$ cat config.mk
export PLATFORM = sky130hd
export DESIGN_NAME = angle_table_ctrl
export DESIGN_NICKNAME = d
export VERILOG_FILES = /design/src/rtl/angle_table_pkg.sv /design/src/rtl/rr_arb2.sv /design/src/rtl/angle_table_ctrl.sv
export SDC_FILE = /design/constraint.sdc
export NUM_CORES = 1
export LEC_CHECK = 0
export BUFFER_PORTS_ARGS = -buffer_cell sky130_fd_sc_hd__buf_4
export CAP_MARGIN = 40
export CELL_PAD_IN_SITES_DETAIL_PLACEMENT = 0
export CELL_PAD_IN_SITES_GLOBAL_PLACEMENT = 1
export CORE_ASPECT_RATIO = 0.75
export CORE_MARGIN = 2
export CORE_UTILIZATION = 28
export CTS_BUF_LIST = sky130_fd_sc_hd__clkbuf_4 sky130_fd_sc_hd__clkbuf_8 sky130_fd_sc_hd__clkbuf_16
export CTS_CLUSTER_SIZE = 8
export DETAILED_ROUTE_END_ITERATION = 6
export PLACE_DENSITY = 0.87
export SYNTH_ARGS = -nofsm -noshare
export SYNTH_HDL_FRONTEND = slang
export SYNTH_HIERARCHICAL = 1
export SYNTH_SLANG_ARGS = --single-unit
$ cat constraint.sdc
create_clock -name clk -period 2.84 [get_ports clk]
set_input_delay 0.568 -clock clk [delete_from_list [all_inputs] [get_ports clk]]
set_output_delay 0.568 -clock clk [all_outputs]
set_load 0.1 [all_outputs]
$ cat src/rtl/angle_table_pkg.sv
// angle_table_pkg: shared types and default sizes for the angle table controller
package angle_table_pkg;
  localparam int WIDTH_DEF = 32;
  localparam int DEPTH_DEF = 18;
  typedef enum logic [1:0] {IDLE, SWEEP, DRAIN} state_e;
  typedef enum logic [1:0] {GNT_NONE, GNT_WR, GNT_RD} gnt_e;
endpackage

$ cat src/rtl/rr_arb2.sv
// rr_arb2: two-requester round-robin arbiter with a registered last-grant flag
module rr_arb2 #(
  parameter logic LAST_B_RST = 1'b1
) (
  input  logic clk,
  input  logic rst_n,
  input  logic req_a_i,
  input  logic req_b_i,
  output logic gnt_a_o,
  output logic gnt_b_o
);
  logic last_b_q;
  assign gnt_a_o = req_a_i && (!req_b_i || last_b_q);
  assign gnt_b_o = req_b_i && (!req_a_i || !last_b_q);
  // flip the fairness flag only when both contend
  always_ff @(posedge clk)
    if (!rst_n) last_b_q <= LAST_B_RST;
    else if (req_a_i && req_b_i) last_b_q <= gnt_b_o;
endmodule

$ cat src/rtl/angle_table_ctrl.sv
// angle_table_ctrl: arbitrates the angle RAM between host writes and a streaming table sweep
module angle_table_ctrl
  import angle_table_pkg::*;
#(
  parameter  int WIDTH = WIDTH_DEF,
  parameter  int DEPTH = DEPTH_DEF,
  localparam int AW    = $clog2(DEPTH)
) (
  input  logic             clk,
  input  logic             rst_n,
  input  logic             start,
  output logic             busy,
  output logic             done,
  input  logic             wr_req,
  input  logic [AW-1:0]    wr_addr,
  input  logic [WIDTH-1:0] wr_data,
  output logic             wr_ack,
  output logic             wr_err,
  output logic             out_valid,
  input  logic             out_ready,
  output logic [WIDTH-1:0] out_data,
  output logic [AW-1:0]    out_index,
  output logic             out_last,
  output logic             ram_we,
  output logic [AW-1:0]    ram_addr,
  output logic [WIDTH-1:0] ram_wdata,
  input  logic [WIDTH-1:0] ram_rdata
);
  localparam logic [AW-1:0] LAST = AW'(DEPTH - 1);
  state_e           state_q, state_d;
  logic [AW-1:0]    rd_ptr_q, rd_ptr_d;
  logic             out_valid_q, out_valid_d;
  logic [WIDTH-1:0] out_data_q, out_data_d;
  logic [AW-1:0]    out_index_q, out_index_d;
  logic             out_last_q, out_last_d;
  logic             done_q, done_d;
  logic             rd_want, gnt_wr, gnt_rd, wr_bad;
  gnt_e             gnt;
  assign rd_want = rst_n && state_q == SWEEP && (!out_valid_q || out_ready);
  assign wr_bad  = wr_addr > LAST;
  rr_arb2 #(.LAST_B_RST(1'b1)) u_arb (
    .clk     (clk),
    .rst_n   (rst_n),
    .req_a_i (rst_n && wr_req),
    .req_b_i (rd_want),
    .gnt_a_o (gnt_wr),
    .gnt_b_o (gnt_rd)
  );
  assign gnt       = gnt_wr ? GNT_WR : gnt_rd ? GNT_RD : GNT_NONE;
  assign ram_we    = gnt == GNT_WR && !wr_bad;
  assign ram_addr  = gnt == GNT_WR ? wr_addr : rd_ptr_q;
  assign ram_wdata = gnt == GNT_WR ? wr_data : '0;
  assign wr_ack    = gnt == GNT_WR;
  assign wr_err    = wr_ack && wr_bad;
  assign busy      = state_q != IDLE;
  assign done      = done_q;
  assign out_valid = out_valid_q;
  assign out_data  = out_data_q;
  assign out_index = out_index_q;
  assign out_last  = out_last_q;
  // sweep sequencing and output register next state
  always_comb begin
    state_d     = state_q;
    rd_ptr_d    = rd_ptr_q;
    done_d      = 1'b0;
    out_valid_d = out_valid_q && !out_ready;
    out_data_d  = out_data_q;
    out_index_d = out_index_q;
    out_last_d  = out_last_q;
    case (state_q)
      IDLE: if (start) begin
        state_d  = SWEEP;
        rd_ptr_d = '0;
      end
      SWEEP: if (gnt == GNT_RD) begin
        rd_ptr_d = rd_ptr_q + 1'b1;
        state_d  = rd_ptr_q == LAST ? DRAIN : SWEEP;
      end
      DRAIN: if (out_valid_q && out_ready && out_last_q) begin
        state_d = IDLE;
        done_d  = 1'b1;
      end
      default: state_d = IDLE;
    endcase
    if (gnt == GNT_RD) begin
      out_valid_d = 1'b1;
      out_data_d  = ram_rdata;
      out_index_d = rd_ptr_q;
      out_last_d  = rd_ptr_q == LAST;
    end
  end
  // state and output registers
  always_ff @(posedge clk)
    if (!rst_n) begin
      state_q     <= IDLE;
      rd_ptr_q    <= '0;
      done_q      <= 1'b0;
      out_valid_q <= 1'b0;
      out_data_q  <= '0;
      out_index_q <= '0;
      out_last_q  <= 1'b0;
    end else begin
      state_q     <= state_d;
      rd_ptr_q    <= rd_ptr_d;
      done_q      <= done_d;
      out_valid_q <= out_valid_d;
      out_data_q  <= out_data_d;
      out_index_q <= out_index_d;
      out_last_q  <= out_last_d;
    end
endmodule

-- Word level (Yosys, flattened, before mapping)
Cells that the tools add are included.
- flip-flop bits (word level): 48
- bits of input ports: 74
- logic and storage cells: 58
- add/subtract/negate cells: 1
- order comparisons: 1
- equality and inequality tests: 8
- multiplexer cells: 14
- reduce and logical (&&, ||, !) cells: 26
- operators by type and width (operator ; count):
    $mux W32 ; 1
    $mux W5 ; 3
    $mux W2 ; 6
    $logic_and A1 B1 Y1 ; 11
    $pmux W5 S2 ; 1
    $logic_not A1 Y1 ; 6
    $pmux W2 S3 ; 1
    $reduce_and A3 Y1 ; 2
    $add A5 B1 Y5 const B ; 1
    $eq A5 B5 Y1 const B ; 1
    $gt A5 B5 Y1 const B ; 1
    $eq A2 B1 Y1 const B ; 2
    $eq A2 B2 Y1 const B ; 2
    $ne A2 B2 Y1 const B ; 2
    $reduce_bool A2 Y1 ; 2
    $logic_or A1 B1 Y1 ; 3
    $logic_not A2 Y1 ; 1
    $mux W1 ; 2
    $ne A2 B1 Y1 const B ; 1
    $reduce_and A2 Y1 ; 1

-- Longest topological paths before layout
- word-level depth: 10
- mapped depth: 8

-- By module
The synthesis kept the hierarchy.
- modules (own cells, without submodules) (module ; instances ; cells an instance ; area an instance (um^2) ; seq. area each (um^2)):
    angle_table_ctrl ; 1 ; 267 ; 2207.1 ; 940.9
    rr_arb2 ; 1 ; 7 ; 58.8 ; 20.0

-- Worst setup path after synthesis
Ideal clock, no wire load.
- kind: reg-to-output
- start point: register out_valid_q (netlist: out_valid)
- end point: output ram_we
- arrival time: 4.397 ns
- data required time: 2.272 ns
- slack: -2.125 ns
- cell stages (with the launch flop): 6
- path buffers: 1
- path through: dfxtp_1 > nand2b_1 > and4b_1 > a21boi_0 > clkbuf_1 > a21boi_0
- longest elaborated chain between the ends: 9
- RTL lines (what ; line ; RTL):
    start: declaration ; angle_table_ctrl.sv:32 ; logic out_valid_q, out_valid_d;
    start signal: assignment ; angle_table_ctrl.sv:106 ; out_valid_q <= out_valid_d;
    $logic_not A1 Y1 ; angle_table_ctrl.sv:39 ; assign rd_want = rst_n && state_q == SWEEP && (!out_valid_q || out_ready);
    $logic_or A1 B1 Y1 ; angle_table_ctrl.sv:39 ;
    $logic_and A1 B1 Y1 ; angle_table_ctrl.sv:39 ;
    net rd_want ; angle_table_ctrl.sv:37 ; logic rd_want, gnt_wr, gnt_rd, wr_bad;
    $logic_not A1 Y1 ; rr_arb2.sv:13 ; assign gnt_a_o = req_a_i && (!req_b_i || last_b_q);
    $logic_or A1 B1 Y1 ; rr_arb2.sv:13 ;
    $logic_and A1 B1 Y1 ; rr_arb2.sv:13 ;
    net gnt_wr ; angle_table_ctrl.sv:37 ;
    $mux W2 ; angle_table_ctrl.sv:49 ; assign gnt = gnt_wr ? GNT_WR : gnt_rd ? GNT_RD : GNT_NONE;
    $eq A2 B1 Y1 ; angle_table_ctrl.sv:50 ; assign ram_we = gnt == GNT_WR && !wr_bad;
    $logic_and A1 B1 Y1 ; angle_table_ctrl.sv:50 ;
    end: declaration ; angle_table_ctrl.sv:24 ; output logic ram_we,
The timed path passes the listed nets, and every way through them passes these cells.

-- Final worst setup path
- start point: input out_ready
- end point: output ram_addr[4]
- longest elaborated chain between the ends: 8
- RTL lines (what ; line ; RTL):
    start: declaration ; angle_table_ctrl.sv:20 ; input logic out_ready,
    $logic_or A1 B1 Y1 (*) ; angle_table_ctrl.sv:39 ;
    $logic_and A1 B1 Y1 (*) ; angle_table_ctrl.sv:39 ;
    net rd_want ; angle_table_ctrl.sv:37 ;
    $logic_not A1 Y1 ; rr_arb2.sv:13 ;
    $logic_or A1 B1 Y1 ; rr_arb2.sv:13 ;
    $logic_and A1 B1 Y1 ; rr_arb2.sv:13 ;
    $mux W2 (*) ; angle_table_ctrl.sv:49 ;
    $eq A2 B1 Y1 (*) ; angle_table_ctrl.sv:51 ; assign ram_addr = gnt == GNT_WR ? wr_addr : rd_ptr_q;
    $mux W5 (*) ; angle_table_ctrl.sv:51 ;
    end: declaration ; angle_table_ctrl.sv:25 ; output logic [AW-1:0] ram_addr,
Mark *: on every way through the listed nets, which the timed path passes. The rest lies on a longest branch.

==> impl_metrics.yaml <==
status:
  status: "complete, no violations"
sta:
  rsz0062_at_grt: "false"
  maxSlewViolCount: 0
  relSlewSlack_pct: 72.2
  finalHoldViolations: 0
  post-route-min-period_ps: 2630
  tightest_slew_ps: 417
  finalClockSkew_ps: 4.05
  period_share_pct: 92.6
  setup_viol: 0
  tns_ps: 0
  whs_ps: 456
  fmax_ghz: 0.380
critical_path:
  path_delay_family: "buffers and inverters"
  path_max_fanout: 44
  timing.rr.end: "state_q[1]$_SDFFE_PN0P_"
  worstPathRequired_ps: 2270
  path_class: "in2out"
  crit_buf_inv: 3
  cpMaxStageDelayCell: "mux2_2"
  cp-startpoint: "out_ready"
  critPathLaunchType: "input pin"
  slowest_delay_ps: 360
  r2r_setup_slack_ps: 710
  cp_common_cell: "buf_4"
  path_cells: "buf_4 > nand2b_1 > and4b_1 > a21boi_2 > buf_12 > mux2_2 > buf_4"
  worstSetupEndpointType: "output pin"
  reg2regPathDepth: 7
  r2r_start: "state_q[0]$_SDFFE_PN0P_"
  worstPathArrival_ps: 2060
clocking:
  cts_made_buffers: 5
  clock-sinks: 48
  cts_setup_buffers: 0
  cts_hold_buffers: 0
  clk_pin_slew_ps: 90
  cts_buffer_depth: 2
  htreeDepth: 2
  worstSkewPairLatency_ps: 300
  cts_tree: "built"
  postCtsResizedCells: 0
  cts-root-buf: "clkbuf_8"
final_layout:
  num-nets-final: 498
  drive_gt1_share_pct: 51.5
  n_fill_cell: 815
  multiInputGateArea_mm2: 0.00125
  regArea_um2: 965
  diodes: 0
  area_delta_synth_final_pct: 64.0
detailed_routing:
  drtIter0Drc: 119
  drc: 0
  ant_nets: 0
  wl_per_cell_um: 12.5
  viasPerCell: 4.30
  via_count: 2268
  drt-pass1-iter-count: 4
  wl_mm: 6.60
power:
  p_leak_uw: 0.00169
  vdd_drop_max_uv: 295
  total_power_uw: 1840
  cellPowerDensity_mw_per_mm2: 494
logic_synthesis:
  yosysWarningCount: 6
  synth_ff_type: "dfxtp_1"
  seq_area_frac_synth_pct: 42.4
  synth.avg_cell_area_um2: 8.27
  synth_top_area_cell: "dfxtp_1"
  postSynthCellCount: 274
  synth_nets: 350
  synth_common_cells: "79 x nand2_1, 48 x dfxtp_1, 39 x a21boi_1"
  synth_area_leaders: "dfxtp_1 42%, nand2_1 13%, a21boi_1 13%, and2_1 9.7%, mux2_2 2.0%"
  synth_cell_type_count: 35
  synth_edf_count: 0
  syn_area_mm2: 0.00227
  synth_top_cell_area_share_pct: 42.4
  synthArstFlopShare_pct: 0
  synth_seq_cells: 48
  yosysMostFrequentCell: "nand2_1"
grt:
  grt_pass1_vias: 2132
  grt_first_pass_wirelength_mm: 10.4
  gr-total-overflow: 0
  grt_max_degree: 45
  grt_usage_pct: 14.8
  antenna_found_initial: 0
min_path:
  min_path_type: "reg2reg"
  worstHoldPathCells: 2
  whs_endpoint: "out_data[16]$_SDFFE_PN0P_"
  hp-start: "out_data[16]$_SDFFE_PN0P_"
die:
  coreArea_mm2: 0.00788
  io_pins: 155
  dieArea_mm2: 0.00884
  chipWidth_um: 108
  initial_core_util_pct: 28.7
  die_h_um: 81.9
  fp-row-count: 28
run:
  cap_violations: 0
placed_design:
  dp.final_hpwl_mm: 4.95
  gp_congestion: 0.727
  io_buffers: 154
-- power breakdown --
group / internal, µW / total, µW / switching, µW / leakage [µW]
logic: 163 / 542 / 379 / 0.00123
registers: 689 / 701 / 11.6 / 0.000390
clock network: 354 / 594 / 239 / 0.0000687
total: 1210 / 1840 / 630 / 0.00169
-- kinds of logic (layout without fill, tap and decap cells) --
| kind of cell | count (synthesis) | count (layout) | synth area share [%] |
|---|---|---|---|
| fa+ha+maj | 2 | 2 | 1.10 |
| xor+xnor | 3 | 3 | 1.16 |
| flops | 48 | 48 | 42.4 |
| mux | 6 | 6 | 2.87 |
| simple gates | 139 | 139 | 30.1 |
| buf+inv | 23 | 172 | 5.08 |
| compound gates | 53 | 53 | 17.2 |
-- flip-flops by register name, indices dropped and copies added, names as in the netlist --
name,flops
out_index,5
done,1
out_valid,1
out_last,1
u_arb/last_b_q,1
out_data,32
state_q,2
rd_ptr_q,5
-- metrics by stage --
step,instance area [µm²],worst slack [ps],utilization (%),cells
global route,3720,140,47.1,528
finish,3720,210,47.1,528
floorplan,2330,104,-,274
global placement,3580,238,45.4,520
detailed placement,3580,218,45.4,520
CTS,3720,208,47.1,528
-- cell usage in the layout (no fill, tap or decap), types with 3 or more instances in the layout --
master	netlist	routed
and2_1	35	3
xnor2_1	3	3
nand2_1	79	79
nand3_1	4	4
buf_4	2	160
inv_1	3	3
nor2_1	7	7
dfxtp_1	48	47
a21boi_1	39	39
and2_2	0	32
clkbuf_8	0	5
mux2_2	4	4
-- worst max-delay path by stage --
| stage | endpoint | slack [ps] | depth (start not counted) |
|---|---|---|---|
| final | ram_addr[4] | 210 | 7 |
| after global routing | ram_addr[4] | 140 | 7 |
| after CTS | ram_addr[4] | 210 | 7 |
| after detailed placement | ram_addr[4] | 220 | 7 |
| after global placement | ram_addr[3] | 240 | 7 |
| after floorplan | ram_we | 100 | 5 |
-- layer usage --
layer	wire [µm]	vias to the layer above	GRT usage (%)
met2	3090	72	24.2
met3	377	10	3.10
li1	-	1177	-
met5	0	-	0
met4	96	0	4.49
met1	3040	1009	19.6
-- tightest hold or removal path, delay by kind of cell, from the launching register on --
| kind | cells | cell delay, ps |
|---|---|---|
| flops | 1 | 320 |
| compound gates | 1 | 50 |
| simple gates | 1 | 50 |
-- cell type report --
cell class,instances,share of cell area [%]
clock buffer,5,1.85
multi-input combinational,203,33.6
clock inverter,3,1.85
inverter,3,0.303
tap,105,3.54
sequential,48,26.0
timing repair buffer,161,32.9
(Power assumes the default switching activity.)
